**src/rtl/rpi_serial_rx.sv**
```systemverilog
// Serial word receiver for Pi-driven audio samples: synchronizes the Pi lines,
// deserializes MSB-first frames, and buffers words in a small FWFT FIFO.
module rpi_serial_rx #(
  parameter int WIDTH     = 16,
  parameter int DEPTH     = 4,
  parameter int LOW_WATER = 2
) (
  input  logic                     clk_in,
  input  logic                     reset,
  input  logic                     rpi_sclk,
  input  logic                     rpi_data,
  input  logic                     rpi_cs_n,
  output logic                     interrupt_enable,
  input  logic                     rd_en,
  output logic [WIDTH-1:0]         rd_data,
  output logic                     empty,
  output logic [$clog2(DEPTH):0]   fifo_count,
  output logic                     overflow,
  output logic                     frame_error
);

  localparam int AW   = $clog2(DEPTH);
  localparam int CNTW = AW + 1;
  localparam int CW   = $clog2(WIDTH + 1);
  localparam logic [CW-1:0]   LAST_BIT = CW'(WIDTH - 1);
  localparam logic [CNTW-1:0] FULL_CNT = CNTW'(DEPTH);
  localparam logic [CNTW-1:0] LW_CNT   = CNTW'(LOW_WATER);

  typedef enum logic [1:0] {IDLE, SHIFT, DONE} state_t;

  // Synchronizers: [1] is the synchronized level, [2] the previous level.
  logic [2:0] sclk_sr, cs_sr;
  logic [1:0] data_sr;
  logic       sclk_rise, cs_fall, cs_rise;

  always_ff @(posedge clk_in or posedge reset) begin
    if (reset) begin
      sclk_sr <= '0;
      cs_sr   <= '0;
      data_sr <= '0;
    end else begin
      sclk_sr <= {sclk_sr[1:0], rpi_sclk};
      cs_sr   <= {cs_sr[1:0], rpi_cs_n};
      data_sr <= {data_sr[0], rpi_data};
    end
  end

  assign sclk_rise = sclk_sr[1] & ~sclk_sr[2];
  assign cs_fall   = ~cs_sr[1] & cs_sr[2];
  assign cs_rise   = cs_sr[1] & ~cs_sr[2];

  state_t            state, state_n;
  logic [CW-1:0]     bit_cnt;
  logic [WIDTH-1:0]  shreg;
  logic              shift_en, clr_cnt, word_done, err_n;
  logic              push, run;

  always_comb begin
    state_n   = state;
    shift_en  = 1'b0;
    clr_cnt   = 1'b0;
    word_done = 1'b0;
    err_n     = 1'b0;
    case (state)
      IDLE: if (cs_fall) begin
        state_n = SHIFT;
        clr_cnt = 1'b1;
      end
      // cs_n rising takes priority over a coincident sclk edge.
      SHIFT: if (cs_rise) begin
        state_n = IDLE;
        err_n   = (bit_cnt != '0);
      end else if (sclk_rise) begin
        shift_en = 1'b1;
        if (bit_cnt == LAST_BIT) begin
          state_n   = DONE;
          word_done = 1'b1;
        end
      end
      DONE: if (cs_rise) state_n = IDLE;
      default: state_n = IDLE;
    endcase
  end

  // run holds off interrupt_enable for one cycle after reset release.
  always_ff @(posedge clk_in or posedge reset) begin
    if (reset) begin
      state            <= IDLE;
      bit_cnt          <= '0;
      shreg            <= '0;
      push             <= 1'b0;
      frame_error      <= 1'b0;
      run              <= 1'b0;
      interrupt_enable <= 1'b0;
    end else begin
      state       <= state_n;
      push        <= word_done;
      frame_error <= err_n;
      run         <= 1'b1;
      interrupt_enable <= run && (state == IDLE) && (fifo_count < LW_CNT);
      if (clr_cnt) bit_cnt <= '0;
      else if (shift_en) bit_cnt <= bit_cnt + CW'(1);
      if (shift_en) shreg <= {shreg[WIDTH-2:0], data_sr[1]};
    end
  end

  // FWFT FIFO; the head word is read combinationally from storage.
  logic [WIDTH-1:0] mem [DEPTH];
  logic [AW-1:0]    wr_ptr, rd_ptr;
  logic             full, pop, wr;

  assign full  = (fifo_count == FULL_CNT);
  assign empty = (fifo_count == '0);
  assign pop   = rd_en & ~empty;
  assign wr    = push & (~full | pop);
  assign rd_data = mem[rd_ptr];

  always_ff @(posedge clk_in or posedge reset) begin
    if (reset) begin
      for (int i = 0; i < DEPTH; i++) mem[i] <= '0;
      wr_ptr     <= '0;
      rd_ptr     <= '0;
      fifo_count <= '0;
      overflow   <= 1'b0;
    end else begin
      if (wr) begin
        mem[wr_ptr] <= shreg;
        wr_ptr      <= wr_ptr + AW'(1);
      end
      if (pop) rd_ptr <= rd_ptr + AW'(1);
      case ({wr, pop})
        2'b10:   fifo_count <= fifo_count + CNTW'(1);
        2'b01:   fifo_count <= fifo_count - CNTW'(1);
        default: fifo_count <= fifo_count;
      endcase
      if (push && full && !pop) overflow <= 1'b1;
    end
  end

endmodule
```
**config.mk**
```make
export PLATFORM = sky130hd
export DESIGN_NAME = rpi_serial_rx
export DESIGN_NICKNAME = d
export VERILOG_FILES = /design/src/rtl/rpi_serial_rx.sv
export SDC_FILE = /design/constraint.sdc
export NUM_CORES = 1
export LEC_CHECK = 0
export ABC_AREA = 1
export CORE_ASPECT_RATIO = 1.4
export CORE_MARGIN = 2
export CORE_UTILIZATION = 45
export CTS_CLUSTER_SIZE = 10
export DETAILED_ROUTE_END_ITERATION = 10
export PLACE_DENSITY = 0.71
export SKIP_LAST_GASP = 1
export SYNTH_ARGS = -nofsm -noshare
export SYNTH_HDL_FRONTEND = slang
export SYNTH_SLANG_ARGS = --single-unit
```
**constraint.sdc**
```tcl
create_clock -name clk_in -period 6.9 [get_ports clk_in]
set_input_delay 1.38 -clock clk_in [delete_from_list [all_inputs] [get_ports clk_in]]
set_output_delay 1.38 -clock clk_in [all_outputs]
set_load 0.1 [all_outputs]
```
* Word-level counts from Yosys, hierarchy flattened
Index checks and enable logic that the tools add are counted.
** Word-level totals
- Input bits :: 6
- Bits in registers :: 107
- Logic and storage cells :: 88
- Output and inout bits :: 23
** Operators by class
- Eq/ne operators :: 10
- Multiplexer cells :: 26
- Reduce and logical (&&, ||, !) cells :: 12
- Order comparisons :: 4
- Add/subtract/negate cells :: 5
- Bitwise logic cells :: 13
** Operators by type and width (number)
- $bwmux W64 :: 1
- $mux W16 :: 3
- $bmux W16 S2 :: 1
- $demux W16 S2 :: 1
- $mux W1 :: 11
- $mux W2 :: 5
- $mux W5 :: 2
- $ge A3 B3 Y1 const B :: 2
- $ne A3 B3 Y1 const B :: 2
- $not A2 Y3 :: 2
- $pmux W2 S3 :: 1
- $pmux W3 S2 :: 1
- $add A5 B1 Y5 const B :: 1
- $and A1 B1 Y1 :: 5
- $eq A5 B4 Y1 const B :: 1
- $logic_and A1 B1 Y1 :: 5
- $not A1 Y1 :: 5
- $reduce_bool A5 Y1 :: 1
- $add A2 B1 Y2 const B :: 2
- $eq A2 B1 Y1 const B :: 2
- $eq A2 B2 Y1 const B :: 2
- $ne A2 B2 Y1 const B :: 2
- $reduce_and A4 Y1 :: 1
- $reduce_bool A2 Y1 :: 2
- 9 further kinds :: 9

* Logic depth before layout (Yosys ltp)
Gate-level depths: netlist of run 1.
- Word-level depth :: 7
- Depth in mapped cells :: 11
- Mapped depth without buffers :: 10

* Worst setup path before layout of run 1
Ideal clock, no wire load.
- Path kind :: register to output
- From :: register fifo_count[1]
- To :: output port empty
- Data required time :: 5.520 ns
- Path buffers :: 0
- Data arrival time :: 3.001 ns
- Stages on the path, launching flop included :: 2
- Path slack :: 2.519 ns
- Cells stage by stage :: dfrtp_1 > nor3_1
** On the way
- Longest elaborated chain between the ends :: 1
** RTL lines
- start, declared :: RTL line 17 : output logic [$clog2(DEPTH):0] fifo_count,
- start signal, assigned :: RTL line 132 : 2'b10: fifo_count <= fifo_count + CNTW'(1);
- start signal, assigned :: RTL line 133 : 2'b01: fifo_count <= fifo_count - CNTW'(1);
- start signal, assigned :: RTL line 134 : default: fifo_count <= fifo_count;
- $logic_not A3 Y1 :: RTL line 113 : assign empty = (fifo_count == '0);
- end, declared :: RTL line 16 : output logic empty,
No other way between the ends.

* Final worst setup path of run 1
- From :: register rd_ptr[1]
- To :: output port rd_data[14]
** On the way
- Longest elaborated chain between the ends :: 4
** RTL lines
- start, declared :: RTL line 109 : logic [AW-1:0] wr_ptr, rd_ptr;
- start signal, assigned :: RTL line 130 : if (pop) rd_ptr <= rd_ptr + AW'(1);
- $not A2 Y3 (not written as such) :: RTL line 116 : assign rd_data = mem[rd_ptr];
- $bmux W16 S2 :: RTL line 116
- $mux W16 (not written as such) (2 in a row) :: RTL line 116
- end, declared :: RTL line 15 : output logic [WIDTH-1:0] rd_data,
No other way between the ends. The select of a mux whose other input is x is not followed.

==> out/results.tsv, run 1 <==
stage	metric	value	unit
status	outcome	completed	
critical_path	endpoint_kind	primary output	
clock_network	cts_setup_buffers	0	
clock_network	post_cts_resized	0	
sta	setup_violations	0	
global_routing	grtUsageTotal	20.25	%
clock_network	cts_tree	built	
yosys	ys_seq_area_share	55.06	%
sta	min_period	4349	ps
clock_network	cts_buffers	9	
clock_network	clockBufferDepth	2	
sta	tightest_slew	1256	ps
place	gp_congestion	0.7734	
sta	worst_slack	2551	ps
sta	rsz0062_at_grt	false	
critical_path	arrival	2970	ps
drt	drc_errors	0	
layout	fin_nets	578	
yosys	yosysUniqueCellTypes	25	
run	cap_violations	0	
floorplanning	die_w	91.86	um
power_and_ir_drop	powerDensity	424.3	nW/um^2
yosys	synth-simple-area-share	27.71	%
clock_network	path_clk_slew	60	ps
sta	skew	4.071	ps
yosys	synth_xor_area_share	0.7203	%
layout	final_cell_area	5443	um^2
floorplanning	core-area	10460	um^2
floorplanning	num_rows	44	
yosys	syn_nets	576	
yosys	synth_compound_area_share	7.692	%
layout	fillers	970	
layout	seq_area	2679	um^2
yosys	synth_edf_count	0	
place	post_dp_cell_area	5150	um^2
sta	fmax	0.2300	GHz
yosys	syn_area	4863	um^2
clock_network	clock-sinks	107	
floorplanning	die_y	127.0	um
clock_network	root_buffer	clkbuf_16	
drt	dr.pass1.iters	5	
place	port_buffers	28	
critical_path	cp_max_fo	18	
drt	postRouteAntennaNets	0	
yosys	ys_ff_latch	107	
yosys	avgSynthCellArea	8.669	um^2
layout	post-route-util	52.03	%
yosys	syn_inst	561	
drt	vias_per_cell	5.527	
yosys	synthMuxAreaShare	0	%
global_routing	antenna_found_initial	0	
drt	num_vias	3902	
clock_network	hold_buffers	0	
drt	first_iter_violations	369	
layout	diodes	0	
drt	wl	10980	um
power_and_ir_drop	leakage	0.002709	uW
global_routing	grt_pass1_vias	3911	
sta	slew_headroom	16.28	%
clock_network	htree_levels	3	
layout	drive_gt1_share	4.401	%
floorplanning	start_util	46.50	%
global_routing	grt-ovfl-total	0	
yosys	yosysTopAreaCell	dfrtp_1	
yosys	synthAdderAreaFrac	2.470	%
yosys	synth_top_area_share	55.06	%
place	pre_cts_ws	2930	ps
sta	fin_setup_tns	0	ps
critical_path	startpoint_type	register	
sta	final_hold_viol_count	0	
yosys	async_flop_share	100.0	%
place	hpwl	6817	um
layout	area_growth	11.91	%
yosys	ys_warn_count	0	
clock_network	clk_latency	340	ps
yosys	synth_ff_type	dfrtp_1	
yosys	yosysMostFrequentCell	nand2_1	
sta	timing.final.crit_share	63.02	%
yosys	synth_commonest_cells	nand2_1 (171), dfrtp_1 (107), nand4_1 (65), o21ai_0 (49), nor2_1 (40)	
floorplanning	die_area	11670	um^2
critical_path	worstPathRequired	5520	ps
critical_path	crit_type	register to primary output	
drt	post_drt_wl_per_cell	15.56	um
floorplanning	io_pins	29	
min_path	hp-class	register to register	
sta	slew_viol_final	0	
layout	multi_input_area	1881	um^2
power_and_ir_drop	ir_drop	0.4174	mV
yosys	ys_top_cells_by_area	dfrtp_1 (55%), nand2_1 (13%), nand4_1 (8.4%)	
yosys	synth_top_family_by_area	simple AND/OR/NAND/NOR gates	
global_routing	grt_max_degree	73	
global_routing	grt_pass1_wl	18690	um
[layer usage]
layer	vias up	GRT usage, %	share of wire (%)
met1	1866	25.55	41
met5	-	0	0
met2	132	33.48	51
met4	0	9.131	2.3
li1	1882	-	-
met3	22	4.481	5.8
[sequential cells by signal, summed over array words and instances, names as in the netlist, 2 cells and up]
| name | count |
|---|---|
| mem | 64 |
| cs_sr | 3 |
| fifo_count | 3 |
| state | 2 |
| shreg | 16 |
| bit_cnt | 5 |
| wr_ptr | 2 |
| rd_ptr | 2 |
| sclk_sr | 3 |
| data_sr | 2 |
[layout by cell type, fill, tap and decap left out]
cell | netlist | final
fa_1 | 1 | 1
inv_4 | 0 | 1
nor2_2 | 1 | 1
o21ai_0 | 49 | 49
clkbuf_1 | 21 | 2
dfrtp_1 | 107 | 106
ha_1 | 8 | 8
nand3_1 | 15 | 15
o22ai_1 | 16 | 16
a31oi_1 | 1 | 1
inv_1 | 30 | 29
clkbuf_16 | 0 | 9
dfrtp_2 | 0 | 1
a21oi_1 | 3 | 3
nand3b_1 | 1 | 1
conb_1 | 1 | 1
nand3_2 | 5 | 5
nor3_1 | 2 | 2
clkinv_2 | 0 | 1
nor2_1 | 40 | 40
nand2_1 | 171 | 171
o21bai_1 | 1 | 1
clkbuf_8 | 0 | 4
xor2_1 | 3 | 3
xnor2_1 | 1 | 1
buf_4 | 4 | 3
nand4_1 | 65 | 65
clkdlybuf4s50_1 | 0 | 28
[metrics by stage]
step	power, uW	cells	hold WS, ps
2_1_floorplan	1587	561	331.2
3_5_place_dp	1824	690	337.9
4_1_cts	2323	706	352.6
3_3_place_gp	1811	690	333.4
5_1_grt	2412	706	356.3
6_report	2309	706	349.7
[area by class of cell]
type	count	share of cell area (%)
inverter	30	2.115
sequential	107	49.22
timing repair buffer	31	5.563
tap	138	3.172
clock buffer	15	5.287
clock inverter	1	0.09195
multi-input combinational	384	34.55
[power by group]
group / internal [uW] / total (uW) / switching, uW
Clock: 284 / 495 / 211
Sequential: 667 / 726 / 59.5
Combinational: 238 / 1090 / 850
[worst max-delay path, stage by stage (launching register included)]
cell and delay, ps:
dfrtp_1 570, inv_1 530, o21ai_0 180, o22ai_1 170, clkdlybuf4s50_1 1160
[path summary, 6_finish.rpt]
path                            cells after the start  slack [ps]  startpoint       endpoint
worst max register to register                      8        4410        push  fifo_count[2]
worst max-delay path                                4        2550   rd_ptr[1]    rd_data[14]
worst min register to register                      0         350  sclk_sr[0]     sclk_sr[1]
min in group asynchronous                           2        1480       reset        mem[34]
worst min-delay path                                0         350  sclk_sr[0]     sclk_sr[1]
max in group asynchronous                           3        4220       reset           push
[kinds of logic after synthesis]
kind of cell / after synthesis
flops: 107
buf+inv: 70
simple gates: 300
fa+ha+maj: 9
other cells: 1
compound gates: 70
xor+xnor: 4
Power figures use the tool's default switching activity.
==> run 2: changes to the inputs <==
--- a/config.mk
+++ b/config.mk
@@ -11,7 +11,7 @@
 export CORE_UTILIZATION = 45
 export CTS_CLUSTER_SIZE = 10
 export DETAILED_ROUTE_END_ITERATION = 10
-export PLACE_DENSITY = 0.71
+export PLACE_DENSITY = 0.74
 export SKIP_LAST_GASP = 1
 export SYNTH_ARGS = -nofsm -noshare
 export SYNTH_HDL_FRONTEND = slang
==> constraint.sdc (replaced) <==
create_clock -name clk_in -period 3.7 [get_ports clk_in]
set_input_delay 0.74 -clock clk_in [delete_from_list [all_inputs] [get_ports clk_in]]
set_output_delay 0.74 -clock clk_in [all_outputs]
set_load 0.1 [all_outputs]
==> run 2 against run 1 <==
Effect of this change:
- combinational power increased by 84%
- critical path depth is 1 higher
- first-iteration DRC count grew 41%
- global-route usage up 0.061 points
- count of clock-buffer cells in the layout shrank 4
- design area increased by 0.28%
- routed wire length is 3.9% higher
- worst hold slack better by 12 ps
- power is 88% higher
- clock power is 96% higher
- worst setup slack lost 1700 ps
- sequential share of layout area down 0.14 points
- largest cell class unchanged
==> out/results.tsv, run 2 (same netlist as run 1, synthesis figures left out) <==
stage	metric	value	unit
sta	rsz0062_at_grt	false	
drt	dr.pass1.iters	5	
global_routing	grt_pass1_wl	18910	um
sta	min_period	2837	ps
floorplanning	die_w	91.86	um
drt	post_drt_wl_per_cell	16.07	um
sta	tightest_slew	1275	ps
critical_path	path_cells	inv_1 -> buf_4 -> o21ai_0 -> o22ai_1 -> buf_4	
layout	area_growth	12.22	%
min_path	hp-class	register to register	
floorplanning	num_rows	44	
clock_network	path_clk_slew	70	ps
critical_path	startpoint_type	register	
clock_network	post_cts_resized	0	
sta	setup_violations	0	
sta	skew	7.899	ps
power_and_ir_drop	leakage	0.002760	uW
floorplanning	core-area	10460	um^2
clock_network	clk_latency	340	ps
global_routing	antenna_found_initial	0	
layout	largest_reg_flops	64	
place	dp.cells	694	
global_routing	grt_pass1_vias	3820	
clock_network	hold_buffers	0	
layout	mostFrequentLayoutCells	nand2_1 (171), dfrtp_1 (106), nand4_1 (65), o21ai_0 (49), nor2_1 (40)	
place	hpwl	7096	um
layout	diodes	0	
critical_path	worstPathRequired	2960	ps
sta	worst_slack	863.0	ps
sta	fin_setup_tns	0	ps
clock_network	cts_setup_buffers	0	
floorplanning	io_pins	29	
place	port_buffers	28	
run	cap_violations	0	
floorplanning	die_y	127.0	um
layout	final_cell_area	5458	um^2
floorplanning	die_area	11670	um^2
clock_network	htree_levels	3	
critical_path	crit_type	register to primary output	
status	outcome	completed	
power_and_ir_drop	p_total	4334	uW
place	gp_congestion	0.8146	
drt	drc_errors	0	
layout	drive_gt1_share	8.392	%
layout	top_regs	mem x64, shreg x16, bit_cnt x5	
clock_network	cts_buffers	9	
global_routing	grt_max_degree	71	
critical_path	endpoint_kind	primary output	
sta	slew_headroom	14.71	%
layout	seq_area	2679	um^2
sta	final_hold_viol_count	0	
drt	postRouteAntennaNets	0	
critical_path	reg2reg_slack	1510	ps
layout	layout_commonest_cell	nand2_1	
critical_path	slowest_delay	490	ps
critical_path	path_common_cell	buf_4	
sta	timing.final.crit_share	76.68	%
place	pre_cts_ws	861.5	ps
drt	wl	11410	um
layout	regMostFlops	mem	
clock_network	cts_tree	built	
layout	fin_nets	582	
global_routing	grt-ovfl-total	0	
floorplanning	start_util	46.50	%
critical_path	slowest_stage	inv_1	
layout	finalNonFillerCells	710	
critical_path	cp_max_fo	21	
critical_path	arrival	2100	ps
clock_network	clockBufferDepth	2	
layout	fillers	970	
sta	fmax	0.3525	GHz
place	post_dp_cell_area	5155	um^2
drt	first_iter_violations	520	
power_and_ir_drop	ir_drop	0.7318	mV
sta	slew_viol_final	0	
power_and_ir_drop	powerDensity	794.0	nW/um^2
drt	num_vias	3951	
clock_network	root_buffer	clkbuf_16	
clock_network	clock-sinks	107	
layout	multi_input_area	1886	um^2
drt	vias_per_cell	5.565	
global_routing	grtUsageTotal	20.31	%
==> run 2: cell types whose count changed in the layout (fill, tap and decap cells not counted), moves of 2 or more <==
cell,change
inv_6,+2
buf_4,+20
clkbuf_8,-3
clkdlybuf4s50_1,-17
==> run 2: final cells by class <==
type / instances / share of cell area (%)
clock buffer: 11 / 4.448
clock inverter: 5 / 1.100
inverter: 30 / 2.109
multi-input combinational: 384 / 34.55
sequential: 107 / 49.08
tap: 138 / 3.164
timing repair buffer: 35 / 5.548
==> run 2: metal layers <==
layer  wire length, um  vias up  GRT usage [%]
li1                  -     1889              -
met2              5875      133          34.65
met5                 0        -              0
met3               567        7          3.420
met4               120        0          6.848
met1              4843     1922          26.42
==> run 2: per-stage QoR <==
step	hold slack, ps	util, %
floorplan	331.2	-
global placement	332.8	49.28
detailed placement	353.1	49.28
CTS	370.9	52.18
global route	371.3	52.18
finish	361.2	52.18
==> run 2: final timing paths <==
| check | start | to | cells past startpoint |
|---|---|---|---|
| worst min-delay path | cs_sr[0] | cs_sr[1] | 0 |
| min in group asynchronous | reset | mem[6] | 2 |
| max in group asynchronous | reset | mem[9] | 3 |
| worst min register to register | cs_sr[0] | cs_sr[1] | 0 |
| worst max register to register | fifo_count[2] | fifo_count[2] | 8 |
| worst max-delay path | rd_ptr[0] | rd_data[2] | 5 |
==> run 2: power breakdown <==
group | switching, uW | total (uW) | leakage (uW) | internal [uW]
Clock | 422 | 969 | 0.000147 | 547
Combinational | 1590 | 2010 | 0.00116 | 411
Sequential | 116 | 1360 | 0.00146 | 1240
==> run 2: critical path, delay by kind of cell, from the launching register on <==
| kind | cells | cell delay (ps) |
|---|---|---|
| DFF | 1 | 380 |
| buffers and inverters | 3 | 1100 |
| AOI/OAI and AO/OA | 2 | 270 |
==> run 3: changes to the inputs <==
--- a/config.mk
+++ b/config.mk
@@ -11,7 +11,7 @@
 export CORE_UTILIZATION = 45
 export CTS_CLUSTER_SIZE = 10
 export DETAILED_ROUTE_END_ITERATION = 10
-export PLACE_DENSITY = 0.74
+export PLACE_DENSITY = 0.71
 export SKIP_LAST_GASP = 1
 export SYNTH_ARGS = -nofsm -noshare
 export SYNTH_HDL_FRONTEND = slang
==> constraint.sdc (replaced) <==
create_clock -name clk_in -period 2.78 [get_ports clk_in]
set_input_delay 0.556 -clock clk_in [delete_from_list [all_inputs] [get_ports clk_in]]
set_output_delay 0.556 -clock clk_in [all_outputs]
set_load 0.1 [all_outputs]
==> run 3 against run 2 <==
Effect of this change:
- clock skew fell by 0.73 ps
- die area did not move
- power rose by 49%
- combinational power rose by 69%
- via count rose by 3.1%
- critical path type unchanged
- largest cell class unchanged
==> out/results.tsv, run 3 (same netlist as run 1, synthesis figures left out) <==
stage	metric	value	unit
status	outcome	completed	
place	hpwl	7360	um
sta	skew	7.171	ps
sta	rsz0062_at_grt	false	
global_routing	antenna_found_initial	0	
global_routing	grt_pass1_wl	19970	um
clock_network	htree_levels	3	
clock_network	path_clk_slew	60	ps
critical_path	reg2reg_from	fifo_count[0]	
sta	final_hold_viol_count	0	
clock_network	hold_buffers	0	
drt	dr.pass1.iters	5	
clock_network	cts_tree	built	
sta	slew_headroom	46.85	%
layout	multi_input_area	1986	um^2
critical_path	endpoint_kind	primary output	
power_and_ir_drop	p_sw_share	46.49	%
power_and_ir_drop	p_sw	3005	uW
clock_network	root_buffer	clkbuf_16	
power_and_ir_drop	powerDensity	1101	nW/um^2
critical_path	slowest_delay	380	ps
layout	layout_commonest_cell	nand2_1	
floorplanning	start_util	46.50	%
sta	slew_viol_final	0	
floorplanning	io_pins	29	
layout	area_growth	20.71	%
floorplanning	core-area	10460	um^2
min_path	holdPathStages	0	
clock_network	cts_setup_buffers	0	
power_and_ir_drop	p_int	3459	uW
floorplanning	num_rows	44	
min_path	min_from	sclk_sr[0]	
critical_path	worstPathRequired	2220	ps
min_path	hp-class	register to register	
layout	final_cell_area	5871	um^2
min_path	hold_end	sclk_sr[1]	
global_routing	grt-ovfl-total	0	
drt	wl	11590	um
layout	fillers	929	
critical_path	path_cells	inv_1 -> buf_12 -> o21ai_0 -> o22ai_2 -> buf_12	
sta	tightest_slew	797.3	ps
global_routing	busiest_layer	met2	
clock_network	clock-sinks	107	
layout	fin_nets	596	
sta	timing.final.crit_share	84.55	%
run	cap_violations	0	
global_routing	met2_usage	36.25	%
power_and_ir_drop	leakage	0.002931	uW
layout	largest_reg_flops	64	
clock_network	post_cts_resized	0	
critical_path	rr_endpoint	fifo_count[2]	
critical_path	reg2reg_slack	870	ps
power_and_ir_drop	power_frac_comb	52.6	%
drt	drc_errors	0	
layout	seq_area	2679	um^2
critical_path	path_common_cell	buf_12	
critical_path	crit_type	register to primary output	
layout	drive_gt1_share	13.99	%
layout	regMostFlops	mem	
global_routing	grtUsageTotal	21.41	%
drt	num_vias	4072	
drt	post_drt_wl_per_cell	16.01	um
critical_path	arrival	1790	ps
power_and_ir_drop	ir_drop	0.7398	mV
global_routing	use_met3	2.948	%
global_routing	grt_pass1_vias	4023	
clock_network	clk_latency	350	ps
clock_network	cts_buffers	9	
sta	min_period	2351	ps
power_and_ir_drop	p_clk_share	19.9	%
global_routing	grt_util_met1	27.69	%
drt	first_iter_violations	221	
power_and_ir_drop	power_frac_seq	27.5	%
critical_path	r2r_cells	10	
drt	postRouteAntennaNets	0	
critical_path	slowest_stage	dfrtp_1	
drt	vias_per_cell	5.624	
sta	setup_violations	0	
floorplanning	die_area	11670	um^2
floorplanning	die_w	91.86	um
place	gp_congestion	0.8167	
critical_path	startpoint_type	register	
sta	fmax	0.4254	GHz
layout	top_regs	mem x64, shreg x16, bit_cnt x5	
place	port_buffers	28	
place	post_dp_cell_area	5572	um^2
layout	diodes	0	
floorplanning	die_y	127.0	um
critical_path	cp_max_fo	20	
sta	fin_setup_tns	0	ps
layout	mostFrequentLayoutCells	nand2_1 (171), dfrtp_1 (106), nand4_1 (65), o21ai_0 (49), nor2_1 (40)	
global_routing	grt_max_degree	72	
clock_network	clockBufferDepth	2	
## run 3: area by class of cell
type / count / area share, %
flip-flops and latches: 107 / 45.63
clock buffers: 14 / 4.497
repair buffers: 49 / 10.53
well taps: 138 / 2.941
inverters: 30 / 1.982
multi-input cells: 384 / 33.82
clock inverters: 2 / 0.5968
## run 3: power by group through the flow
stage                     registers, uW  clock network [uW]  logic [uW]
final                              1780                1290        3400
after global routing               1790                1360        3560
after CTS                          1770                1310        3420
after detailed placement           1800                   0        3410
after global placement             1800                   0        3380
after floorplan                    1970                   0        2120
## run 3: layer usage
metal	up-vias	wire [um]
li1	1922	-
met1	2021	4798
met2	110	6097
met3	19	439
met4	0	259
met5	-	0
## run 3: worst max-delay path, delay by kind of cell, from the launching register on
kind | cells | cell delay, ps
compound gates | 2 | 290
buf+inv | 3 | 770
flops | 1 | 380
## run 3: worst max-delay path by stage
| stage | startpoint | to | slack [ps] | cells after the start |
|---|---|---|---|---|
| final | rd_ptr[0] | rd_data[11] | 430 | 5 |
| after global routing | rd_ptr[0] | rd_data[11] | 330 | 5 |
| after CTS | rd_ptr[0] | rd_data[13] | 420 | 5 |
| after detailed placement | rd_en | fifo_count[2] | 420 | 10 |
| after global placement | rd_en | fifo_count[2] | 500 | 9 |
| after floorplan | fifo_count[0] | empty | 80 | 1 |
## run 3: metrics by stage
step	worst slack [ps]	power, uW	cells	hold WS [ps]	utilization [%]
after floorplan	78.07	4096	561	331.2	-
after global placement	499.9	5176	708	331.5	53.27
after detailed placement	418.9	5213	708	340.4	53.27
after CTS	419.1	6497	724	355.4	56.12
after global routing	332.6	6712	724	365.4	56.12
final	429.4	6464	724	350.7	56.12
==> edit (config.mk and constraints of run 1) <==
Change the parameter `WIDTH` from 16 to 32.
--- a/src/rtl/rpi_serial_rx.sv
+++ b/src/rtl/rpi_serial_rx.sv
@@ -1,7 +1,7 @@
 // Serial word receiver for Pi-driven audio samples: synchronizes the Pi lines,
 // deserializes MSB-first frames, and buffers words in a small FWFT FIFO.
 module rpi_serial_rx #(
-  parameter int WIDTH     = 16,
+  parameter int WIDTH     = 32,
   parameter int DEPTH     = 4,
   parameter int LOW_WATER = 2
 ) (
Interface: changed (resized rd_data); port bits go from 29 to 45. No check against the original RTL was run, so the function may have changed too.
==> edit against run 1 <==
  * Clock power increased by 95%
  * First-iteration DRC count increased by 37%
  * Worst setup slack got worse by 0.86 ns
  * Combinational power increased by 75%
  * Cell area increased by 73%
  * Cell count increased by 77%
  * Total power increased by 77%
  * Sequential cell count increased by 81
  * Count of clock-buffer cells in the layout increased by 5
  * Synthesized area increased by 71%
  * Routed wire length increased by 80%
  * Critical path type unchanged
  * Largest power group unchanged
  * Highest routed layer unchanged
==> edit: results (changes against run 1) <==
| Metric | Value |
|---|---|
| Port buffer count | 44 (was 28) |
| Resize count post-CTS | 0 (unchanged) |
| Distinct cells, synth | 27 (was 25) |
| Async SR Flop Fraction | 100% (unchanged) |
| DRT iter0 DRCs | 505 (was 369) |
| Post-CTS Setup Bufs | 0 (unchanged) |
| Pin count of the biggest net entering global routing | 99 (was 73) |
| Biggest regs | mem (128), shreg (32), bit_cnt (6) (was mem (64), shreg (16), bit_cnt (5)) |
| Pleak | 4.76 nW (was 2.71 nW) |
| DP Area | 8840 sq um (was 5150 sq um) |
| Prevailing post-synth register cell | dfrtp_1 (unchanged) |
| Vias per cell | 5.27 (was 5.53) |
| CTS buffer count | 17 (was 9) |
| Root Driver | clkbuf_16 (unchanged) |
| Max stage delay on crit path | 1.17 ns |
| Vias in the first global route | 6570 (was 3911) |
| CP arrival | 3.83 ns (was 2.97 ns) |
| Slew headroom | 23.5% (was 16.3%) |
| Syn Nets | 1000 (was 576) |
| Routed wl met3 | 795 um (was 642 um) |
| Post-Route M1 WL | 8390 um (was 4520 um) |
| Clock-pin slew on the worst setup and hold paths | 0.07 ns |
| Sequential share of the synthesized area | 56.6% (was 55.1%) |
| Filler Cells Inserted | 1769 (was 970) |
| Global routing usage on met2 | 38.1% (was 33.5%) |
| Hpwl dp | 11700 um (was 6820 um) |
| Max rail drop VDD | 0.305 mV (was 0.417 mV) |
| Logic pwr share | 46.7% (was 47.1%) |
| First-pass GRT wire length | 33400 um (was 18700 um) |
| Clk_lat worst skew | 0.45 ns (was 0.34 ns) |
| Syn_area_per_cell | 8.42 sq um (was 8.67 sq um) |
| H-tree depth | 4 (was 3) |
| Most frequent cells after synthesis | nand2_1, dfrtp_1, o21ai_0 (was nand2_1, dfrtp_1, nand4_1) |
| Met3 GRT Util | 3.90% (was 4.48%) |
| Worst clock skew | 0.00889 ns (was 0.00407 ns) |
| Routed wire length | 19800 um (was 11000 um) |
| GPL Wtd Cong | 0.777 (was 0.773) |
| Clock Power Share | 23.6% (was 21.5%) |
| Top Layer Used | met4 (unchanged) |
| Status | completed (unchanged) |
| Top cells by area, synth | dfrtp_1, nand2_1, o21ai_0 (was dfrtp_1, nand2_1, nand4_1) |
| 1st-pass router iterations | 5 (unchanged) |
| Cell Int Power | 2.10 mW (was 1.19 mW) |
| Delay-heaviest family, CP | buffers and inverters (unchanged) |
| Post-Layout Cell Count | 1248 (was 706) |
| ANT cells | 0 (unchanged) |
| Overall Global Routing Usage | 22.0% (was 20.2%) |
| Slowest CP cell | clkdlybuf4s50_1 (unchanged) |
| Share of cells above drive strength 1 | 5.06% (was 4.40%) |
| Worst Hold Class | reg2reg (unchanged) |
| Initial antenna violation count | 0 (unchanged) |
| Met1 capacity usage during global routing | 27.0% (was 25.6%) |
| Met2 wire length | 10100 um (was 5570 um) |
| Max FO, Critical Path | 33 (was 18) |
| YS warnings | 0 (unchanged) |
| Clk buf depth | 2 (unchanged) |
## edit: cell types whose count changed after synthesis, sizes merged, moves of 16 or more
| cell | delta |
|---|---|
| o21ai | +183 |
| nand2 | +141 |
| dfrtp | +81 |
| nand4 | -60 |
| nor2 | +38 |
| o22ai | +16 |
## edit: layout make-up
cell class                 count  area [sq um]  share of cell area [%]
clock buffer                  20           457                    4.85
inverter                      43           166                    1.77
tap                          240           300                    3.19
sequential                   188          4710                    50.0
multi-input combinational    691          3150                    33.5
timing repair buffer          54           515                    5.47
clock inverter                12           121                    1.29
## edit: final timing paths
check / startpoint / to / slack [ns] / cells after the start
setup / recovery: rd_ptr[1] / rd_data[29] / 1.69 / 4
hold / removal: data_sr[0] / data_sr[1] / 0.35 / 0
setup reg to reg: fifo_count[1] / fifo_count[2] / 4.17 / 9
hold reg to reg: data_sr[0] / data_sr[1] / 0.35 / 0
max in group asynchronous: reset / mem[65] / 4.21 / 3
min in group asynchronous: reset / mem[64] / 1.38 / 2
## edit: logic make-up (layout without fill, tap and decap cells)
group,Yosys count,in the layout,synth area share (%)
AOI/OAI and AO/OA,269,269,16.7
xor gates and xnor gates,6,6,0.633
adders and majority gates,8,8,1.30
buffers and inverters,107,129,5.63
DFF,188,188,56.6
other,1,1,0.0451
and+or+nand+nor,407,407,19.0
## edit: metrics by stage
stage          setup slack (ns)  total power [mW]  util (%)  hold WS (ns)
2_1_floorplan             0.406              2.70         -         0.331
3_3_place_gp               2.20              3.14      49.1         0.333
3_5_place_dp               2.11              3.15      49.1         0.336
4_1_cts                    1.62              4.12      52.3         0.350
5_1_grt                    1.37              4.25      52.3         0.360
6_report                   1.69              4.09      52.3         0.347
